`config.mk`:
```
export PLATFORM = sky130hd
export DESIGN_NAME = async_request_arbiter_flat
export DESIGN_NICKNAME = d
export VERILOG_FILES = /design/src/rtl/async_request_arbiter_pkg.sv /design/src/rtl/async_request_arbiter_if.sv /design/src/rtl/async_request_arbiter_sync.sv /design/src/rtl/async_request_arbiter.sv /design/src/flat_wrapper.sv
export SDC_FILE = /design/constraint.sdc
export NUM_CORES = 1
export LEC_CHECK = 0
export CORE_MARGIN = 2
export CORE_UTILIZATION = 49
export DETAILED_ROUTE_END_ITERATION = 8
export PLACE_DENSITY = 0.84
export SYNTH_ARGS = -nofsm -noshare
export SYNTH_HDL_FRONTEND = slang
export SYNTH_SLANG_ARGS = --single-unit
```
`constraint.sdc`:
```
create_clock -name Clock -period 1.85 [get_ports Clock]
set_input_delay 0.2775 -clock Clock [delete_from_list [all_inputs] [get_ports Clock]]
set_output_delay 0.2775 -clock Clock [all_outputs]
set_load 0.02 [all_outputs]
```
`src/rtl/async_request_arbiter_pkg.sv`:
```
// Shared types and limits for the asynchronous request arbiter.
package arbiter_pkg;

    localparam int MAX_N = 16;

    typedef enum logic [1:0] {
        IDLE  = 2'd0,
        START = 2'd1,
        BUSY  = 2'd2
    } state_t;

endpackage

```
`src/rtl/async_request_arbiter_if.sv`:
```
// Request/grant bundle between the raw request pins, the arbiter and the shared resource.
interface async_request_arbiter_if #(
    parameter int N = 4
);
    localparam int IDW = (N > 1) ? $clog2(N) : 1;

    logic [N-1:0]   Request_i;
    logic           Done_i;
    logic           Start_o;
    logic [N-1:0]   Grant_o;
    logic [IDW-1:0] GrantId_o;
    logic           Busy_o;
    logic [N-1:0]   Pending_o;
    logic [N-1:0]   Overrun_o;
    logic           Timeout_o;

    modport slave (
        input  Request_i, Done_i,
        output Start_o, Grant_o, GrantId_o, Busy_o, Pending_o, Overrun_o, Timeout_o
    );

    modport master (
        output Request_i, Done_i,
        input  Start_o, Grant_o, GrantId_o, Busy_o, Pending_o, Overrun_o, Timeout_o
    );

endinterface

```
`src/rtl/async_request_arbiter_sync.sv`:
```
// Two-flop synchronizer plus a history flop per line; flags a rising edge of the synchronized level.
module request_synchronizer #(
    parameter int WIDTH = 4
) (
    input  logic             i_clk,
    input  logic             i_rst_n,
    input  logic [WIDTH-1:0] i_req,
    output logic [WIDTH-1:0] o_edge
);

    logic [WIDTH-1:0] r_sync1;
    logic [WIDTH-1:0] r_sync2;
    logic [WIDTH-1:0] r_prev;

    always_ff @(posedge i_clk) begin
        if (!i_rst_n) begin
            r_sync1 <= '0;
            r_sync2 <= '0;
            r_prev  <= '0;
        end else begin
            r_sync1 <= i_req;
            r_sync2 <= r_sync1;
            r_prev  <= r_sync2;
        end
    end

    assign o_edge = r_sync2 & ~r_prev;

endmodule

```
`src/rtl/async_request_arbiter.sv`:
```
// Latches synchronized request edges and grants one shared resource round-robin
// through a Start/Done handshake with an optional BUSY timeout.
module async_request_arbiter
    import arbiter_pkg::*;
#(
    parameter int N       = 4,
    parameter int TIMEOUT = 0
) (
    input logic                    Clock,
    input logic                    Reset,
    async_request_arbiter_if.slave bus
);

    localparam int IDW = (N > 1) ? $clog2(N) : 1;

    state_t         r_state;
    logic [N-1:0]   r_pending;
    logic [N-1:0]   r_grant;
    logic [N-1:0]   r_overrun;
    logic [IDW-1:0] r_grant_id;
    logic [IDW-1:0] r_last;
    logic           r_start;
    logic           r_busy;
    logic           r_timeout;

    logic [N-1:0]   w_edge;
    logic [N-1:0]   w_clear;
    logic [N-1:0]   w_win_onehot;
    logic [IDW-1:0] w_win_id;
    logic           w_win_valid;
    logic           w_take;
    logic           w_tmo;

    request_synchronizer #(
        .WIDTH(N)
    ) u_sync (
        .i_clk   (Clock),
        .i_rst_n (Reset),
        .i_req   (bus.Request_i),
        .o_edge  (w_edge)
    );

    // Scan starts just after the last winner so every requester gets a turn.
    always_comb begin
        int idx;
        idx         = 0;
        w_win_id    = '0;
        w_win_valid = 1'b0;
        for (int unsigned k = 1; k <= N; k++) begin
            idx = (int'(r_last) + int'(k)) % N;
            if (!w_win_valid && r_pending[IDW'(idx)]) begin
                w_win_valid = 1'b1;
                w_win_id    = IDW'(idx);
            end
        end
    end

    assign w_take       = (r_state == IDLE) && w_win_valid;
    assign w_win_onehot = N'(1) << w_win_id;
    assign w_clear      = w_take ? w_win_onehot : '0;

    generate
        if (TIMEOUT > 0) begin : g_tmo
            localparam int CW = $clog2(TIMEOUT + 1);
            logic [CW-1:0] r_count;

            always_ff @(posedge Clock) begin
                if (!Reset || r_state != BUSY) begin
                    r_count <= '0;
                end else if (r_count != CW'(TIMEOUT)) begin
                    r_count <= r_count + 1'b1;
                end
            end

            // Done has priority over an expiring timeout.
            assign w_tmo = (r_state == BUSY) && !bus.Done_i && (r_count == CW'(TIMEOUT - 1));
        end else begin : g_no_tmo
            assign w_tmo = 1'b0;
        end
    endgenerate

    always_ff @(posedge Clock) begin
        if (!Reset) begin
            r_state    <= IDLE;
            r_pending  <= '0;
            r_grant    <= '0;
            r_grant_id <= '0;
            r_last     <= IDW'(N - 1);
            r_overrun  <= '0;
            r_start    <= 1'b0;
            r_busy     <= 1'b0;
            r_timeout  <= 1'b0;
        end else begin
            // A fresh edge on the bit being granted survives the clear.
            r_pending <= (r_pending & ~w_clear) | w_edge;
            r_overrun <= w_edge & r_pending & ~w_clear;
            r_start   <= 1'b0;
            r_timeout <= 1'b0;
            case (r_state)
                IDLE: begin
                    if (w_win_valid) begin
                        r_state    <= START;
                        r_grant    <= w_win_onehot;
                        r_grant_id <= w_win_id;
                        r_last     <= w_win_id;
                        r_start    <= 1'b1;
                        r_busy     <= 1'b1;
                    end
                end
                START: begin
                    r_state <= BUSY;
                end
                BUSY: begin
                    if (bus.Done_i || w_tmo) begin
                        r_state    <= IDLE;
                        r_grant    <= '0;
                        r_grant_id <= '0;
                        r_busy     <= 1'b0;
                        r_timeout  <= w_tmo;
                    end
                end
                default: begin
                    r_state <= IDLE;
                end
            endcase
        end
    end

    assign bus.Start_o   = r_start;
    assign bus.Grant_o   = r_grant;
    assign bus.GrantId_o = r_grant_id;
    assign bus.Busy_o    = r_busy;
    assign bus.Pending_o = r_pending;
    assign bus.Overrun_o = r_overrun;
    assign bus.Timeout_o = r_timeout;

endmodule

```
`src/flat_wrapper.sv`:
```
// flat-port wrapper written by rule: the top's interface ports become plain ports
module async_request_arbiter_flat import arbiter_pkg::*;
#(
    parameter int N       = 4,
    parameter int TIMEOUT = 0
)
  (Clock, Reset, bus_Request_i, bus_Done_i, bus_Start_o, bus_Grant_o, bus_GrantId_o, bus_Busy_o, bus_Pending_o, bus_Overrun_o, bus_Timeout_o);
  async_request_arbiter_if #(.N(N)) bus_i ();
  input logic Clock;
  input logic Reset;
  input wire logic [$bits(bus_i.Request_i)-1:0] bus_Request_i;
  input wire logic [$bits(bus_i.Done_i)-1:0] bus_Done_i;
  output wire logic [$bits(bus_i.Start_o)-1:0] bus_Start_o;
  output wire logic [$bits(bus_i.Grant_o)-1:0] bus_Grant_o;
  output wire logic [$bits(bus_i.GrantId_o)-1:0] bus_GrantId_o;
  output wire logic [$bits(bus_i.Busy_o)-1:0] bus_Busy_o;
  output wire logic [$bits(bus_i.Pending_o)-1:0] bus_Pending_o;
  output wire logic [$bits(bus_i.Overrun_o)-1:0] bus_Overrun_o;
  output wire logic [$bits(bus_i.Timeout_o)-1:0] bus_Timeout_o;
  assign bus_i.Request_i = bus_Request_i;
  assign bus_i.Done_i = bus_Done_i;
  assign bus_Start_o = bus_i.Start_o;
  assign bus_Grant_o = bus_i.Grant_o;
  assign bus_GrantId_o = bus_i.GrantId_o;
  assign bus_Busy_o = bus_i.Busy_o;
  assign bus_Pending_o = bus_i.Pending_o;
  assign bus_Overrun_o = bus_i.Overrun_o;
  assign bus_Timeout_o = bus_i.Timeout_o;
  async_request_arbiter #(.N(N), .TIMEOUT(TIMEOUT)) u_core (.Clock(Clock), .Reset(Reset), .bus(bus_i));
endmodule
```
==> run_results.csv, run 1 <==
group,metric,value,unit
cells_and_area,drive_gt1_share,12.2,%
power,p_leak,0.592,nW
power,vdd_ir_drop_max,646,µV
yosys,synth-compound-area-share,17.9,%
worst_setup_path,path_class,"register to output port",
yosys,syn_avg_cell_area,9.81,µm²
global_routing,grt_max_degree,13,
worst_setup_path,end_kind,"output port",
clock_network,htree_levels,2,
sta,worst_slew_pin_slew,514,ps
sta,max_freq,577,MHz
global_routing,antenna_found_initial,0,
yosys,yosysTopAreaCell,"dfxtp_1",
die,initial_core_util,52.3,%
yosys,synth_top_family_by_area,"simple AND/OR/NAND/NOR gates",
cells_and_area,insertedDiodeCount,0,
drt,num_vias,970,
yosys,syn_area,1170,µm²
yosys,yosysWarnings,0,
run,maxCapViolations,0,
clock_network,cts-root-buf,"clkbuf_4",
sta,setup_viol,0,
yosys,yosysTopAreaCellShare,54.9,%
worst_setup_path,arrival,1450,ps
status,run_status,"completed",
clock_network,clk_pin_slew_worst_paths,100,ps
hold_path,hp-class,"register to register",
power,p_sw,0.385,mW
worst_setup_path,cp-start-kind,"register",
placement,gp_congestion,0.911,
placement,port_buffers,22,
global_routing,grt_pass1_vias,936,
yosys,yosys.area_share.simple,21.4,%
placement,dp_hpwl,1770,µm
global_routing,grt_pass1_wl,4430,µm
power,report.power.total,1.39,mW
clock_network,clockBufferDepth,2,
power,swShare,27.7,%
yosys,synthMuxAreaShare,1.71,%
power,intPower,1.00,mW
worst_setup_path,slowest_delay,650,ps
power,powerDensity,937,nW/µm²
drt,vias_per_cell,5.54,
hold_path,min_from,"u_core.u_sync.r_sync1[0]$_SDFF_PN0_",
yosys,syn_inst,119,
cells_and_area,postLayoutCellArea,1480,µm²
worst_setup_path,crit_start,"u_core.bus.Pending_o[2]$_SDFF_PN0_",
worst_setup_path,critPathMaxFanout,6,
global_routing,grt_use_total,22.9,%
yosys,synth_adder_area_share,0,%
yosys,ys_async_sr_fraction,0,%
drt,dr.pass1.iters,5,
die,core_area,2230,µm²
clock_network,insertion_delay,340,ps
worst_setup_path,regToRegStartpoint,"u_core.r_last[1]$_SDFFE_PN1P_",
die,io_pins,24,
cells_and_area,fin_util,66.4,%
worst_setup_path,worstPathRequired,1570,ps
yosys,synth_edf_count,0,
yosys,ys.flop_type,"dfxtp_1",
placement,placed_area,1420,µm²
power,clkPwrFrac,29.7,%
sta,post-route-period-util,93.6,%
yosys,synth_seq_cells,32,
die,die_area,2790,µm²
cells_and_area,nNetsFinal,153,
clock_network,cts_buffers,5,
worst_setup_path,cp_cell_sequence,"clkdlybuf4s50_1",
sta,report.final.slew_viol_count,0,
clock_network,cts_tree,"yes",
clock_network,hold_buffers,0,
drt,drt_iter0_drc,20,
global_routing,overflow,0,
drt,ant_nets,0,
die,die_h,52.8,µm
drt,routedWlPerCell,14.3,µm
worst_setup_path,crit_family,"buffers and inverters",
sta,tns,0,ps
die,die_w,52.8,µm
sta,fin_worst_skew,8.12,ps
power,pwr-share-seq,54.6,%
sta,grt_setup_unrepaired,"no",
yosys,synth.area.top_cells,"dfxtp_1, and2_1, a31oi_1, nand3_1, o32ai_1",
drt,wirelength,2500,µm
worst_setup_path,crit_buf_inv,1,
sta,maxSlewHeadroom,65.6,%
worst_setup_path,crit_slowest_cell,"clkdlybuf4s50_1",
yosys,ys_types,34,
yosys,synth_xor_area_share,0,%
power,pwr-share-comb,15.7,%
yosys,synth_seq_area_share,54.9,%
cells_and_area,area_growth,27.0,%
sta,hold_viol_final,0,
yosys,syn_nets,126,
clock_network,clock_sinks,32,
drt,drcViolationCount,0,
die,rows,17,
sta,fin_crit,1730,ps
==> routing by layer <==
| layer | up-vias | share of wire [%] | track usage (%) |
|---|---|---|---|
| met5 | - | 0 | 0 |
| met4 | 0 | 2.6 | 13.7 |
| met3 | 9 | 7.0 | 7.43 |
| met2 | 39 | 50 | 37.5 |
| met1 | 458 | 40 | 25.6 |
| li1 | 464 | - | - |
==> power by group through the flow <==
stage / clock, mW / combinational (mW) / sequential, mW
after floorplan: 0 / 0.122 / 0.785
after global placement: 0 / 0.210 / 0.771
after CTS: 0.428 / 0.218 / 0.758
after detailed placement: 0 / 0.217 / 0.773
final: 0.412 / 0.218 / 0.758
after global routing: 0.455 / 0.239 / 0.764
==> registers in the layout, indices dropped and copies added, names as in the netlist <==
signal	count
u_core.u_sync.r_sync2	4
u_core.bus.Pending_o	4
u_core.bus.GrantId_o	2
u_core.r_state	2
u_core.bus.Busy_o	1
u_core.r_last	2
u_core.bus.Grant_o	4
u_core.bus.Start_o	1
u_core.u_sync.r_sync1	4
u_core.u_sync.r_prev	4
u_core.bus.Overrun_o	4
==> final cells by class <==
type | count | area, µm²
well taps | 28 | 35.0
fillers | 179 | 751
clock inverters | 2 | 10.0
multi-input cells | 77 | 483
inverters | 5 | 18.8
clock buffers | 6 | 51.3
flip-flops and latches | 32 | 642
repair buffers | 25 | 243
==> cell usage in the layout, fill, tap and decap left out, types with 2 or more instances in the layout <==
| cell | Yosys | layout |
|---|---|---|
| clkbuf_4 | 0 | 5 |
| and2_1 | 13 | 13 |
| clkdlybuf4s50_1 | 0 | 22 |
| buf_4 | 1 | 3 |
| mux2i_1 | 2 | 2 |
| nand2b_1 | 2 | 2 |
| nand3_1 | 7 | 7 |
| a21oi_1 | 3 | 3 |
| clkinv_2 | 0 | 2 |
| nand2_1 | 7 | 7 |
| nor2_1 | 6 | 6 |
| nor2_2 | 2 | 2 |
| o32ai_1 | 4 | 4 |
| nor2b_1 | 4 | 4 |
| a31oi_1 | 7 | 7 |
| o21ai_0 | 4 | 4 |
| inv_1 | 4 | 4 |
| dfxtp_1 | 32 | 31 |
==> final timing paths <==
| check | cells past startpoint | endpoint | slack, ps |
|---|---|---|---|
| setup / recovery | 1 | bus_Pending_o[2] | 120 |
| hold reg to reg | 1 | u_core.u_sync.r_sync2[0]$_SDFF_PN0_ | 450 |
| setup reg to reg | 4 | u_core.bus.Grant_o[2]$_SDFFE_PN0P_ | 320 |
| hold / removal | 1 | u_core.u_sync.r_sync2[0]$_SDFF_PN0_ | 450 |
==> kinds of logic after synthesis <==
kind of cell,count (synthesis)
flops,32
mux,2
buf+inv,10
simple gates,46
compound gates,28
other cells,1
==> cells in the mapped netlist, types with 2 or more instances <==
cell type	instances
a21oi_1	3
a31oi_1	7
and2_1	13
buf_2	2
clkbuf_1	2
dfxtp_1	32
inv_1	4
mux2i_1	2
nand2_1	7
nand2b_1	2
nand3_1	7
nor2_1	6
nor2_2	2
nor2b_1	4
o21ai_0	4
o32ai_1	4
==> what timing repair did <==
item	4_1_cts	5_1_grt
endpoints found under the setup margin	0	1
buffers inserted	0	0
gates resized for setup	0	1
==> stage by stage <==
| step | setup slack (ps) | instances | hold slack (ps) |
|---|---|---|---|
| global route | 57.3 | 175 | 478 |
| floorplan | 337 | 119 | 405 |
| global placement | 366 | 167 | 413 |
| CTS | 50.2 | 175 | 450 |
| finish | 118 | 175 | 449 |
| detailed placement | 283 | 167 | 427 |
(Power assumes the default switching activity.)
==> inputs of run 2 (changes only) <==
- REMOVE_ABC_BUFFERS: not set -> 1
==> run 2 against run 1 <==
  * Non-clock buffer count stayed put
  * Combinational power about the same
  * Critical path depth is the same
  * Global-route usage decreased by 2.3 points
  * Sequential power about the same
  * Design area down 0.25%
  * Critical endpoint is now bus_Pending_o[3]
  * Via count is 2.7% lower
  * Wire length decreased by 6.8%
  * Critical path type unchanged
  * First-iteration DRC count grew 55%
  * Clock power fell by 4.9%
==> run_results.csv, run 2 (synthesis results as in run 1) <==
group,metric,value,unit
cells_and_area,nNetsFinal,153,
die,io_pins,24,
cells_and_area,regArea,641,µm²
worst_setup_path,cp.depth,1,
worst_setup_path,rrSetupSlack,310,ps
worst_setup_path,slowest_delay,680,ps
clock_network,cts_tree,"yes",
worst_setup_path,worstPathRequired,1570,ps
worst_setup_path,end_kind,"output port",
cells_and_area,drive_gt1_share,10.2,%
worst_setup_path,regToRegStartpoint,"u_core.bus.Pending_o[3]$_SDFF_PN0_",
placement,port_buffers,22,
cells_and_area,fin_util,66.2,%
cells_and_area,area_growth,26.7,%
drt,ant_nets,0,
worst_setup_path,crit_buf_inv,1,
worst_setup_path,path_class,"register to output port",
worst_setup_path,cp-start-kind,"register",
sta,report.final.slew_viol_count,0,
sta,fin_crit,1740,ps
cells_and_area,multi_input_area,483,µm²
drt,drcViolationCount,0,
clock_network,insertion_delay,310,ps
global_routing,grt_pass1_wl,4030,µm
clock_network,cts_setup_buffers,0,
clock_network,cts-resized-gates,0,
clock_network,clock_sinks,32,
drt,vias_per_cell,5.39,
cells_and_area,insertedDiodeCount,0,
worst_setup_path,critPathMaxFanout,8,
worst_setup_path,arrival,1460,ps
drt,routedWlPerCell,13.3,µm
placement,dp_hpwl,1710,µm
clock_network,clockBufferDepth,2,
worst_setup_path,crit_end,"bus_Pending_o[3]",
power,pwr-share-seq,55.5,%
sta,fin_worst_skew,6.36,ps
die,core_area,2230,µm²
power,vdd_ir_drop_max,552,µV
run,maxCapViolations,0,
sta,tns,0,ps
power,clkPwrFrac,28.7,%
worst_setup_path,rr_endpoint,"u_core.bus.Grant_o[2]$_SDFFE_PN0P_",
clock_network,cts-root-buf,"clkbuf_4",
cells_and_area,final_cell_mix,"dfxtp_1, clkdlybuf4s50_1, and2_1",
power,powerDensity,924,nW/µm²
worst_setup_path,crit_family,"buffers and inverters",
power,intPower,1.01,mW
power,swShare,26.1,%
drt,wirelength,2330,µm
worst_setup_path,ff2ff_path_depth,4,
worst_setup_path,crit_slowest_cell,"clkdlybuf4s50_1",
global_routing,overflow,0,
global_routing,grt_max_degree,16,
cells_and_area,postLayoutCellArea,1480,µm²
drt,num_vias,944,
sta,post-route-period-util,94.0,%
sta,worst_slew_pin_slew,526,ps
placement,placed_area,1420,µm²
worst_setup_path,crit_start,"u_core.bus.Pending_o[3]$_SDFF_PN0_",
clock_network,hold_buffers,0,
die,die_h,52.8,µm
sta,setup_viol,0,
placement,gp_congestion,0.857,
cells_and_area,fillCellCount,186,
status,run_status,"completed",
sta,grt_setup_unrepaired,"no",
sta,whs,439,ps
die,initial_core_util,52.3,%
die,rows,17,
power,p_sw,0.356,mW
cells_and_area,layout_commonest_cell,"dfxtp_1",
global_routing,grt_use_total,20.5,%
die,die_area,2790,µm²
worst_setup_path,cp_cell_sequence,"clkdlybuf4s50_1",
clock_network,htree_levels,2,
power,pwr-share-comb,15.9,%
clock_network,clk_pin_slew_worst_paths,80,ps
die,die_w,52.8,µm
sta,hold_viol_final,0,
power,p_leak,0.586,nW
global_routing,grt_pass1_vias,951,
clock_network,cts_buffers,5,
drt,dr.pass1.iters,4,
hold_path,hp-class,"register to register",
sta,maxSlewHeadroom,64.8,%
global_routing,antenna_found_initial,0,
sta,max_freq,575,MHz
drt,drt_iter0_drc,31,
hold_path,hold_depth,1,
[run 2: changes by cell type in the layout (fill, tap and decap cells not counted), sizes merged]
cell,change
clkbuf,+2
clkinv,-2
[run 2: power groups by stage]
stage	logic [mW]	clock network (mW)	registers (mW)
2_1_floorplan	0.108	0	0.789
3_3_place_gp	0.209	0	0.771
3_5_place_dp	0.216	0	0.774
4_1_cts	0.217	0.407	0.758
5_1_grt	0.237	0.434	0.764
6_report	0.217	0.392	0.758
[run 2: final cells by class]
cell class                      instances  share of cell area (%)
Tap cell                               28                    2.37
Multi-Input combinational cell         77                    32.7
Sequential cell                        32                    43.3
Inverter                                5                    1.27
Timing Repair Buffer                   25                    16.4
Clock buffer                            8                    3.98
[run 2: per-stage QoR]
| stage | cells | setup WS, ps | total power [mW] |
|---|---|---|---|
| 6_report | 175 | 112 | 1.37 |
| 3_5_place_dp | 167 | 343 | 0.990 |
| 2_1_floorplan | 114 | 337 | 0.896 |
| 3_3_place_gp | 167 | 366 | 0.980 |
| 4_1_cts | 175 | 100 | 1.38 |
| 5_1_grt | 175 | 40.0 | 1.43 |
[run 2: worst min path at each step]
| stage | end | from | slack, ps |
|---|---|---|---|
| 2_1_floorplan | u_core.r_last[1]$_SDFFE_PN1P_ | Reset | 350 |
| 4_1_cts | u_core.u_sync.r_sync2[1]$_SDFF_PN0_ | u_core.u_sync.r_sync1[1]$_SDFF_PN0_ | 440 |
| 3_5_place_dp | u_core.u_sync.r_sync2[1]$_SDFF_PN0_ | u_core.u_sync.r_sync1[1]$_SDFF_PN0_ | 420 |
| 5_1_grt | u_core.u_sync.r_sync2[1]$_SDFF_PN0_ | u_core.u_sync.r_sync1[1]$_SDFF_PN0_ | 470 |
| 3_3_place_gp | u_core.u_sync.r_sync2[1]$_SDFF_PN0_ | u_core.u_sync.r_sync1[1]$_SDFF_PN0_ | 410 |
| 6_report | u_core.u_sync.r_sync2[1]$_SDFF_PN0_ | u_core.u_sync.r_sync1[1]$_SDFF_PN0_ | 440 |
[run 2: per-layer routing]
metal	track usage [%]	up-vias	wire length, µm
met3	5.14	2	189
li1	-	467	-
met1	24.1	437	970
met2	32.3	38	1150
met4	14.5	0	16
met5	0	-	0
==> inputs of run 3 (changes only) <==
- SLEW_MARGIN: not set -> 0
==> results of run 3 <==
No change in the layout: final DEF, timing and power equal those of run 2.
